===== src/rtl/hazard_stall_ctrl_if.sv =====
// Control bundle between the hazard/stall controller and the pipeline:
// hazard-detect inputs from IF/ID and ID/EX, and the stall/flush/freeze
// controls going back to the pipeline registers.
interface hazard_stall_ctrl_if #(
  parameter int REG_W = 5,
  parameter int CNT_W = 16
);
  logic             IDEXMEMRead;
  logic [REG_W-1:0] IDEXRegRt;
  logic [REG_W-1:0] IFIDRegRs;
  logic [REG_W-1:0] IFIDRegRt;
  logic             IFIDUsesRt;
  logic             BranchTaken;
  logic             MemReady;
  logic             PCWrite;
  logic             IFIDWrite;
  logic             MuxSel;
  logic             IFIDFlush;
  logic             IDEXFlush;
  logic             Freeze;
  logic             Busy;
  logic [CNT_W-1:0] StallCount;

  // Pipeline side: supplies hazard information, consumes the controls.
  modport master (
    output IDEXMEMRead, IDEXRegRt, IFIDRegRs, IFIDRegRt, IFIDUsesRt,
           BranchTaken, MemReady,
    input  PCWrite, IFIDWrite, MuxSel, IFIDFlush, IDEXFlush, Freeze, Busy,
           StallCount
  );

  // Controller side.
  modport slave (
    input  IDEXMEMRead, IDEXRegRt, IFIDRegRs, IFIDRegRt, IFIDUsesRt,
           BranchTaken, MemReady,
    output PCWrite, IFIDWrite, MuxSel, IFIDFlush, IDEXFlush, Freeze, Busy,
           StallCount
  );
endinterface


===== src/rtl/hazard_stall_ctrl.sv =====
// Load-use hazard and stall controller for the 5-stage MIPS pipeline.
// Inserts LOAD_LAT bubbles per load-use hazard, freezes the whole pipeline
// while data memory is busy, flushes on a taken branch and counts the
// cycles on which the PC was held.
module hazard_stall_ctrl #(
  parameter int REG_W    = 5,
  parameter int LOAD_LAT = 1,
  parameter int CNT_W    = 16
) (
  input logic               clk,
  input logic               reset,
  hazard_stall_ctrl_if.slave ctrl
);

  typedef enum logic {IDLE = 1'b0, STALL = 1'b1} state_t;

  // Bubbles still owed after the one that starts the stall.
  localparam logic [3:0] LAT_M1 = 4'(LOAD_LAT - 1);

  state_t           state;
  state_t           state_nxt;
  logic [3:0]       cnt;
  logic [3:0]       cnt_nxt;
  logic             hit;
  logic             pc_write;
  logic             ifid_write;
  logic             mux_sel;
  logic             ifid_flush;
  logic             idex_flush;
  logic             freeze;
  logic [CNT_W-1:0] stall_count;

  // Saturating increment: the counter sticks at all-ones rather than wrap.
  function automatic logic [CNT_W-1:0] sat_inc(input logic [CNT_W-1:0] v);
    return (v == {CNT_W{1'b1}}) ? v : v + CNT_W'(1);
  endfunction

  // Register $0 is hard-wired to zero, so a load into it is never a hazard.
  assign hit = ctrl.IDEXMEMRead && (ctrl.IDEXRegRt != '0) &&
               ((ctrl.IDEXRegRt == ctrl.IFIDRegRs) ||
                (ctrl.IFIDUsesRt && (ctrl.IDEXRegRt == ctrl.IFIDRegRt)));

  // State register and remaining-bubble counter.
  always_ff @(posedge clk or posedge reset) begin
    if (reset) begin
      state <= IDLE;
      cnt   <= 4'd0;
    end else begin
      state <= state_nxt;
      cnt   <= cnt_nxt;
    end
  end

  // Next state: freeze holds everything, a taken branch cancels any stall.
  always_comb begin
    state_nxt = state;
    cnt_nxt   = cnt;
    if (!ctrl.MemReady) begin
      state_nxt = state;
      cnt_nxt   = cnt;
    end else if (ctrl.BranchTaken) begin
      state_nxt = IDLE;
      cnt_nxt   = 4'd0;
    end else if (state == IDLE) begin
      // A single-cycle load needs only the bubble issued while still IDLE.
      if (hit && (LOAD_LAT > 1)) begin
        state_nxt = STALL;
        cnt_nxt   = LAT_M1;
      end
    end else begin
      // The load has already left ID/EX, so hit is not looked at here.
      if (cnt == 4'd1) begin
        state_nxt = IDLE;
        cnt_nxt   = 4'd0;
      end else begin
        cnt_nxt   = cnt - 4'd1;
      end
    end
  end

  // Pipeline controls, resolved by priority: reset, freeze, branch, stall.
  always_comb begin
    pc_write   = 1'b1;
    ifid_write = 1'b1;
    mux_sel    = 1'b0;
    ifid_flush = 1'b0;
    idex_flush = 1'b0;
    freeze     = 1'b0;
    if (reset) begin
      pc_write   = 1'b0;
      ifid_write = 1'b0;
      mux_sel    = 1'b1;
    end else if (!ctrl.MemReady) begin
      pc_write   = 1'b0;
      ifid_write = 1'b0;
      freeze     = 1'b1;
    end else if (ctrl.BranchTaken) begin
      ifid_flush = 1'b1;
      idex_flush = 1'b1;
    end else if ((state == STALL) || hit) begin
      pc_write   = 1'b0;
      ifid_write = 1'b0;
      mux_sel    = 1'b1;
    end
  end

  // Performance counter: one tick per cycle on which the PC was held.
  always_ff @(posedge clk or posedge reset) begin
    if (reset) begin
      stall_count <= '0;
    end else if (!pc_write) begin
      stall_count <= sat_inc(stall_count);
    end
  end

  assign ctrl.PCWrite    = pc_write;
  assign ctrl.IFIDWrite  = ifid_write;
  assign ctrl.MuxSel     = mux_sel;
  assign ctrl.IFIDFlush  = ifid_flush;
  assign ctrl.IDEXFlush  = idex_flush;
  assign ctrl.Freeze     = freeze;
  assign ctrl.Busy       = (state == STALL);
  assign ctrl.StallCount = stall_count;

endmodule


===== src/flat_wrapper.sv =====
// flat-port wrapper written by rule: the top's interface ports become plain ports
module hazard_stall_ctrl_flat 
#(
  parameter int REG_W    = 5,
  parameter int LOAD_LAT = 1,
  parameter int CNT_W    = 16
)
  (clk, reset, ctrl_IDEXMEMRead, ctrl_IDEXRegRt, ctrl_IFIDRegRs, ctrl_IFIDRegRt, ctrl_IFIDUsesRt, ctrl_BranchTaken, ctrl_MemReady, ctrl_PCWrite, ctrl_IFIDWrite, ctrl_MuxSel, ctrl_IFIDFlush, ctrl_IDEXFlush, ctrl_Freeze, ctrl_Busy, ctrl_StallCount);
  hazard_stall_ctrl_if #(.REG_W(REG_W), .CNT_W(CNT_W)) ctrl_i ();
  input logic clk;
  input logic reset;
  input wire logic [$bits(ctrl_i.IDEXMEMRead)-1:0] ctrl_IDEXMEMRead;
  input wire logic [$bits(ctrl_i.IDEXRegRt)-1:0] ctrl_IDEXRegRt;
  input wire logic [$bits(ctrl_i.IFIDRegRs)-1:0] ctrl_IFIDRegRs;
  input wire logic [$bits(ctrl_i.IFIDRegRt)-1:0] ctrl_IFIDRegRt;
  input wire logic [$bits(ctrl_i.IFIDUsesRt)-1:0] ctrl_IFIDUsesRt;
  input wire logic [$bits(ctrl_i.BranchTaken)-1:0] ctrl_BranchTaken;
  input wire logic [$bits(ctrl_i.MemReady)-1:0] ctrl_MemReady;
  output wire logic [$bits(ctrl_i.PCWrite)-1:0] ctrl_PCWrite;
  output wire logic [$bits(ctrl_i.IFIDWrite)-1:0] ctrl_IFIDWrite;
  output wire logic [$bits(ctrl_i.MuxSel)-1:0] ctrl_MuxSel;
  output wire logic [$bits(ctrl_i.IFIDFlush)-1:0] ctrl_IFIDFlush;
  output wire logic [$bits(ctrl_i.IDEXFlush)-1:0] ctrl_IDEXFlush;
  output wire logic [$bits(ctrl_i.Freeze)-1:0] ctrl_Freeze;
  output wire logic [$bits(ctrl_i.Busy)-1:0] ctrl_Busy;
  output wire logic [$bits(ctrl_i.StallCount)-1:0] ctrl_StallCount;
  assign ctrl_i.IDEXMEMRead = ctrl_IDEXMEMRead;
  assign ctrl_i.IDEXRegRt = ctrl_IDEXRegRt;
  assign ctrl_i.IFIDRegRs = ctrl_IFIDRegRs;
  assign ctrl_i.IFIDRegRt = ctrl_IFIDRegRt;
  assign ctrl_i.IFIDUsesRt = ctrl_IFIDUsesRt;
  assign ctrl_i.BranchTaken = ctrl_BranchTaken;
  assign ctrl_i.MemReady = ctrl_MemReady;
  assign ctrl_PCWrite = ctrl_i.PCWrite;
  assign ctrl_IFIDWrite = ctrl_i.IFIDWrite;
  assign ctrl_MuxSel = ctrl_i.MuxSel;
  assign ctrl_IFIDFlush = ctrl_i.IFIDFlush;
  assign ctrl_IDEXFlush = ctrl_i.IDEXFlush;
  assign ctrl_Freeze = ctrl_i.Freeze;
  assign ctrl_Busy = ctrl_i.Busy;
  assign ctrl_StallCount = ctrl_i.StallCount;
  hazard_stall_ctrl #(.REG_W(REG_W), .LOAD_LAT(LOAD_LAT), .CNT_W(CNT_W)) u_core (.clk(clk), .reset(reset), .ctrl(ctrl_i));
endmodule

===== config.mk =====
export PLATFORM = sky130hd
export DESIGN_NAME = hazard_stall_ctrl_flat
export DESIGN_NICKNAME = d
export VERILOG_FILES = /design/src/rtl/hazard_stall_ctrl_if.sv /design/src/rtl/hazard_stall_ctrl.sv /design/src/flat_wrapper.sv
export SDC_FILE = /design/constraint.sdc
export NUM_CORES = 1
export LEC_CHECK = 0
export BUFFER_PORTS_ARGS = -buffer_cell sky130_fd_sc_hd__buf_4
export CAP_MARGIN = 20
export CORE_MARGIN = 2
export CORE_UTILIZATION = 37
export CTS_CLUSTER_SIZE = 8
export DETAILED_ROUTE_END_ITERATION = 7
export GPL_ROUTABILITY_DRIVEN = 1
export SLEW_MARGIN = 20
export SYNTH_ARGS = -nofsm -noshare
export SYNTH_HDL_FRONTEND = slang
export SYNTH_SLANG_ARGS = --single-unit
export TNS_END_PERCENT = 30

===== constraint.sdc =====
create_clock -name clk -period 2.3 [get_ports clk]
set_input_delay 0.345 -clock clk [delete_from_list [all_inputs] [get_ports clk]]
set_output_delay 0.345 -clock clk [all_outputs]
set_load 0.005 [all_outputs]

; After elaboration in Yosys (flattened, before gate mapping)
; Cells that the tools add are included.
[op_classes]
add_sub_neg = 2
mul = 0
n_div = 0
order_cmp = 0
eq_ne = 4
shift = 0
n_mux = 19
bitwise = 2
reduce_logical = 9
[op_table]
columns = cell, n
row1 = adder 16 x 1 -> 16 bit (second input constant), 1
row2 = == test 16 bit (second input constant), 1
row3 = 2-to-1 mux 1 bit, 16
row4 = 2-to-1 mux 4 bit, 3
row5 = == test 5 bit, 2
row6 = nonzero test 5 bit, 1
row7 = == test 4 x 1 -> 1 bit (second input constant), 1
row8 = AND reduction 2 bit, 2
row9 = subtractor 4 x 1 -> 4 bit (second input constant), 1
row10 = logical AND 1 bit, 3
row11 = logical OR 1 bit, 2
row12 = NOT 1 bit, 2
row13 = nonzero test 2 bit, 1
[word_totals]
ff_bits = 21
latch_bits = 0
ramBits = 0
rom_bits = 0
out_inout_bits = 23
word_cells = 39
mem_count = 0

; Logic depth before layout (Yosys ltp)
[logic_depth]
ltp_word = 11
mapped_depth = 7
ltp_nobuf = 6

; Worst setup path before layout
; No wires, ideal clock.
[synth_path]
path_type = in2out
start = input port ctrl_IDEXRegRt[0]
end = output port ctrl_PCWrite
t_arrival_ns = 1.567
t_required_ns = 1.955
slack_ns = 0.388
cell_stages = 6
path_cell_list = or4_1 o21ai_2 nor2_2 a21oi_4 buf_6 buf_4
[synth_between]
elab_chain_len = 9
word_cells_on_any_way = 12
[synth_lines]
columns = item, line_no
row1 = "start, declared", flat_wrapper.sv:13  ; input wire logic [$bits(ctrl_i.IDEXRegRt)-1:0] ctrl_IDEXRegRt;
row2 = == test 5 bit, hazard_stall_ctrl.sv:41  ; (ctrl.IFIDUsesRt && (ctrl.IDEXRegRt == ctrl.IFIDRegRt)));
row3 = logical AND 1 bit, hazard_stall_ctrl.sv:41
row4 = logical OR 1 bit, hazard_stall_ctrl.sv:40  ; ((ctrl.IDEXRegRt == ctrl.IFIDRegRs) ||
row5 = logical AND 1 bit (*), hazard_stall_ctrl.sv:39  ; assign hit = ctrl.IDEXMEMRead && (ctrl.IDEXRegRt != '0) &&
row6 = logical OR 1 bit (*), hazard_stall_ctrl.sv:100  ; end else if ((state == STALL) || hit) begin
row7 = 2-to-1 mux 1 bit (*) (4 in a row), n/a
row8 = "end, declared", flat_wrapper.sv:19  ; output wire logic [$bits(ctrl_i.PCWrite)-1:0] ctrl_PCWrite;
; Mark *: on every way between the ends. The rest lies on a longest branch, timed or not.

; Final worst setup path
[layout_path]
start = input port ctrl_IDEXRegRt[0]
end = output port ctrl_IFIDWrite
[layout_between]
elab_chain_len = 9
word_cells_on_any_way = 12
[layout_lines]
columns = item, line_no
row1 = == test 5 bit, hazard_stall_ctrl.sv:41
row2 = logical AND 1 bit, hazard_stall_ctrl.sv:41
row3 = logical OR 1 bit, hazard_stall_ctrl.sv:40
row4 = logical AND 1 bit (*), hazard_stall_ctrl.sv:39
row5 = logical OR 1 bit (*), hazard_stall_ctrl.sv:100
row6 = 2-to-1 mux 1 bit (*), hazard_stall_ctrl.sv:100
row7 = 2-to-1 mux 1 bit (*), hazard_stall_ctrl.sv:97  ; end else if (ctrl.BranchTaken) begin
row8 = 2-to-1 mux 1 bit (*), hazard_stall_ctrl.sv:93  ; end else if (!ctrl.MemReady) begin
row9 = 2-to-1 mux 1 bit (*), hazard_stall_ctrl.sv:89  ; if (reset) begin
row10 = "end, declared", flat_wrapper.sv:20  ; output wire logic [$bits(ctrl_i.IFIDWrite)-1:0] ctrl_IFIDWrite;
; Marks and branches as above.

==> metrics.md <==
| Metric | Value |
|---|---|
| Top Family by Delay on Critical Path | simple AND/OR/NAND/NOR gates |
| Final hold violations | 0 |
| Row count | 21 |
| Hold slack | 115 ps |
| DR DRC count | 0 |
| Final net count | 202 |
| Synthesized area | 0.00125 sq mm |
| GP Congestion | 0.822 |
| CTS tree | built |
| Largest net degree at the start of global routing | 24 |
| GRT Util Overall | 14.8% |
| Via-to-Cell Ratio | 4.91 |
| Post-route setup slack | 246 ps |
| Tightest Hold Check Type | in2async |
| Maximum clock rate | 0.487 GHz |
| Max_cap viols | 0 |
| Critical path required time | 1960 ps |
| First-pass GRT wire length | 4730 um |
| Min Tclk post-route | 2050 ps |
| CTS max path bufs | 2 |
| Slowest stage cell, crit path | or4_1 |
| Layout cells sized above 1 | 30.5% |
| HPWL after detailed placement | 2100 um |
| Seq cells post-synth | 21 |
| Initial antenna violation count | 0 |
| Crit end category | output pin |
| Status | finished clean |
| Die area | 0.00386 sq mm |
| DP Cell Count | 219 |
| Max Slew Vio Count | 0 |
| Startpoint types | input pin |
| Via count | 1095 |
| Final Instance Area | 0.00165 sq mm |
| Crit Path Category | in2out |
| Crit path max fanout | 11 |
| FILL cells | 313 |
| Worst-skew pair later-pin latency | 300 ps |
| Ant. Diodes | 0 |
| Routed Antenna Nets | 0 |
| Placed cell areas | 0.00162 sq mm |
| DRT iter0 DRCs | 45 |
| Mapped Nets | 155 |
| Die H | 62.1 um |
| Core ar. | 0.00328 sq mm |
| Top FF cell, synth | dfrtp_1 |
| H-tree levels | 1 |
| PortBufs | 43 |
| Hold-fix buffers at CTS | 0 |
| Root buffer cell | clkbuf_4 |
| WL final | 2710 um |
| Syn Inst Count | 131 |
| Seq. cell area | 526 sq um |
| Slew headroom | 62.9% |
| Layout area overhead | 31.8% |
| Commonest non-fill, non-tap cell in the layout | buf_4 |
| VDD IR max | 0.000421 V |
| EDFF count, synth | 0 |
| Syn avg cell area | 9.54 sq um |
| Final setup fails | 0 |
| Clk sinks | 21 |
| Fin crit share | 89.3% |
| CP peak stage delay | 530 ps |
| I/O pin count | 44 |
| Num CTS Buffers | 3 |
| Final Skew | 6.28 ps |
| Post-place setup slack | 192 ps |
| Worst-path clk slew | 110 ps |
| Avg WL per Cell | 12.2 um |
| Register area share after synthesis | 42.0% |
| CP Data Arrival Time | 1710 ps |
| # Post-CTS Setup Buffers | 0 |
| 1st-pass router iterations | 4 |
| Starting Density | 38.1% |
| Crit path buffers/inverters | 2 |
| RSZ-0062 raised after global routing | false |
| Post-CTS Resized | 0 |
| GRT overflow | 0 |
| Post-Layout Cell Count | 223 |
| Cells along the critical path | buf_4 -> or4_1 -> o21ai_2 -> nor2_2 -> a21oi_4 -> buf_4 |
| Die width | 62.1 um |
| Power density cells | 862 mW/mm^2 |
| Most frequent cells in the layout | buf_4, dfrtp_1, xor2_1 |
| Overall Power | 1.42 mW |
| Vias in the first global route | 1091 |
| Pleak | 0.747 nW |
| Tightest Pin Transition | 551 ps |
| Async set-or-reset flop fraction in the synthesized netlist | 100% |
| Post-layout util | 50.2% |
| Syn. warnings | 0 |
| Multi-input logic area | 671 sq um |
| Critical path's most frequent cell | buf_4 |
| Number of library cell types mapped by synthesis | 32 |
| Setup total negative slack | 0 ps |
[cells by family after synthesis]
group	after synthesis	share of synthesized area (%)
XOR/XNOR	24	16.8
adder cells (fa/ha/maj)	3	3.00
flip-flops	21	42.0
buffers and inverters	10	4.30
AO/OA/AOI/OAI	17	9.31
AND/OR/NAND/NOR	54	22.4
multiplexers	2	2.10
[power breakdown]
group	switching, mW	internal, mW	total, mW
clock	0.106	0.0675	0.174
sequential	0.174	0.505	0.679
combinational	0.235	0.334	0.568
total	0.515	0.906	1.42
[per-layer routing]
metal | vias up | wire, um | track usage, %
met4 | 0 | 75 | 6.94
met5 | - | 0 | 0
met3 | 8 | 192 | 3.62
met2 | 40 | 1220 | 24.5
met1 | 502 | 1220 | 18.2
li1 | 545 | - | -
[final cells by class]
class,instances,share of cell area [%]
Tap cell,46,3.49
Clock buffer,4,1.59
Multi-Input combinational cell,100,40.7
Inverter,6,1.37
Timing Repair Buffer,46,21.0
Sequential cell,21,31.9
[registers in the layout (all words and copies together) (netlist names)]
signal	flops
u_core.cnt	4
u_core.ctrl.Busy	1
u_core.ctrl.StallCount	16
[final timing paths]
| check | cells past startpoint | from | slack, ps | endpoint |
|---|---|---|---|---|
| hold / removal | 3 | reset | 120 | u_core.cnt[0]$_DFFE_PP0P_ |
| setup / recovery | 6 | ctrl_IDEXRegRt[0] | 250 | ctrl_IFIDWrite |
| min in group clk | 2 | ctrl_MemReady | 290 | u_core.cnt[1]$_DFFE_PP0P_ |
| setup reg to reg | 6 | u_core.ctrl.StallCount[13]$_DFFE_PP0P_ | 510 | u_core.ctrl.StallCount[5]$_DFFE_PP0P_ |
| max in group asynchronous | 3 | reset | 1960 | u_core.ctrl.StallCount[2]$_DFFE_PP0P_ |
| hold reg to reg | 1 | u_core.ctrl.StallCount[11]$_DFFE_PP0P_ | 500 | u_core.ctrl.StallCount[11]$_DFFE_PP0P_ |
[synthesized netlist by cell type, drive strengths merged (4+ instances only)]
cell	number	share of area, %
dfrtp	21	42
xor2	14	9.8
nand2	12	3.6
nor3	10	4.0
xnor2	10	7.0
nor2	8	2.8
o21ai	8	3.5
inv	6	1.8
nand3	6	2.4
buf	4	2.5
[worst register-to-register path, cell delays in order (launching register included)]
cell and delay (ps):
dfrtp_1 450, nand4_1 140, nand2b_1 220, nor3_1 430, buf_4 220, nor3_1 60
xor2_1 160
No activity file was read; power rests on OpenSTA's default activity.
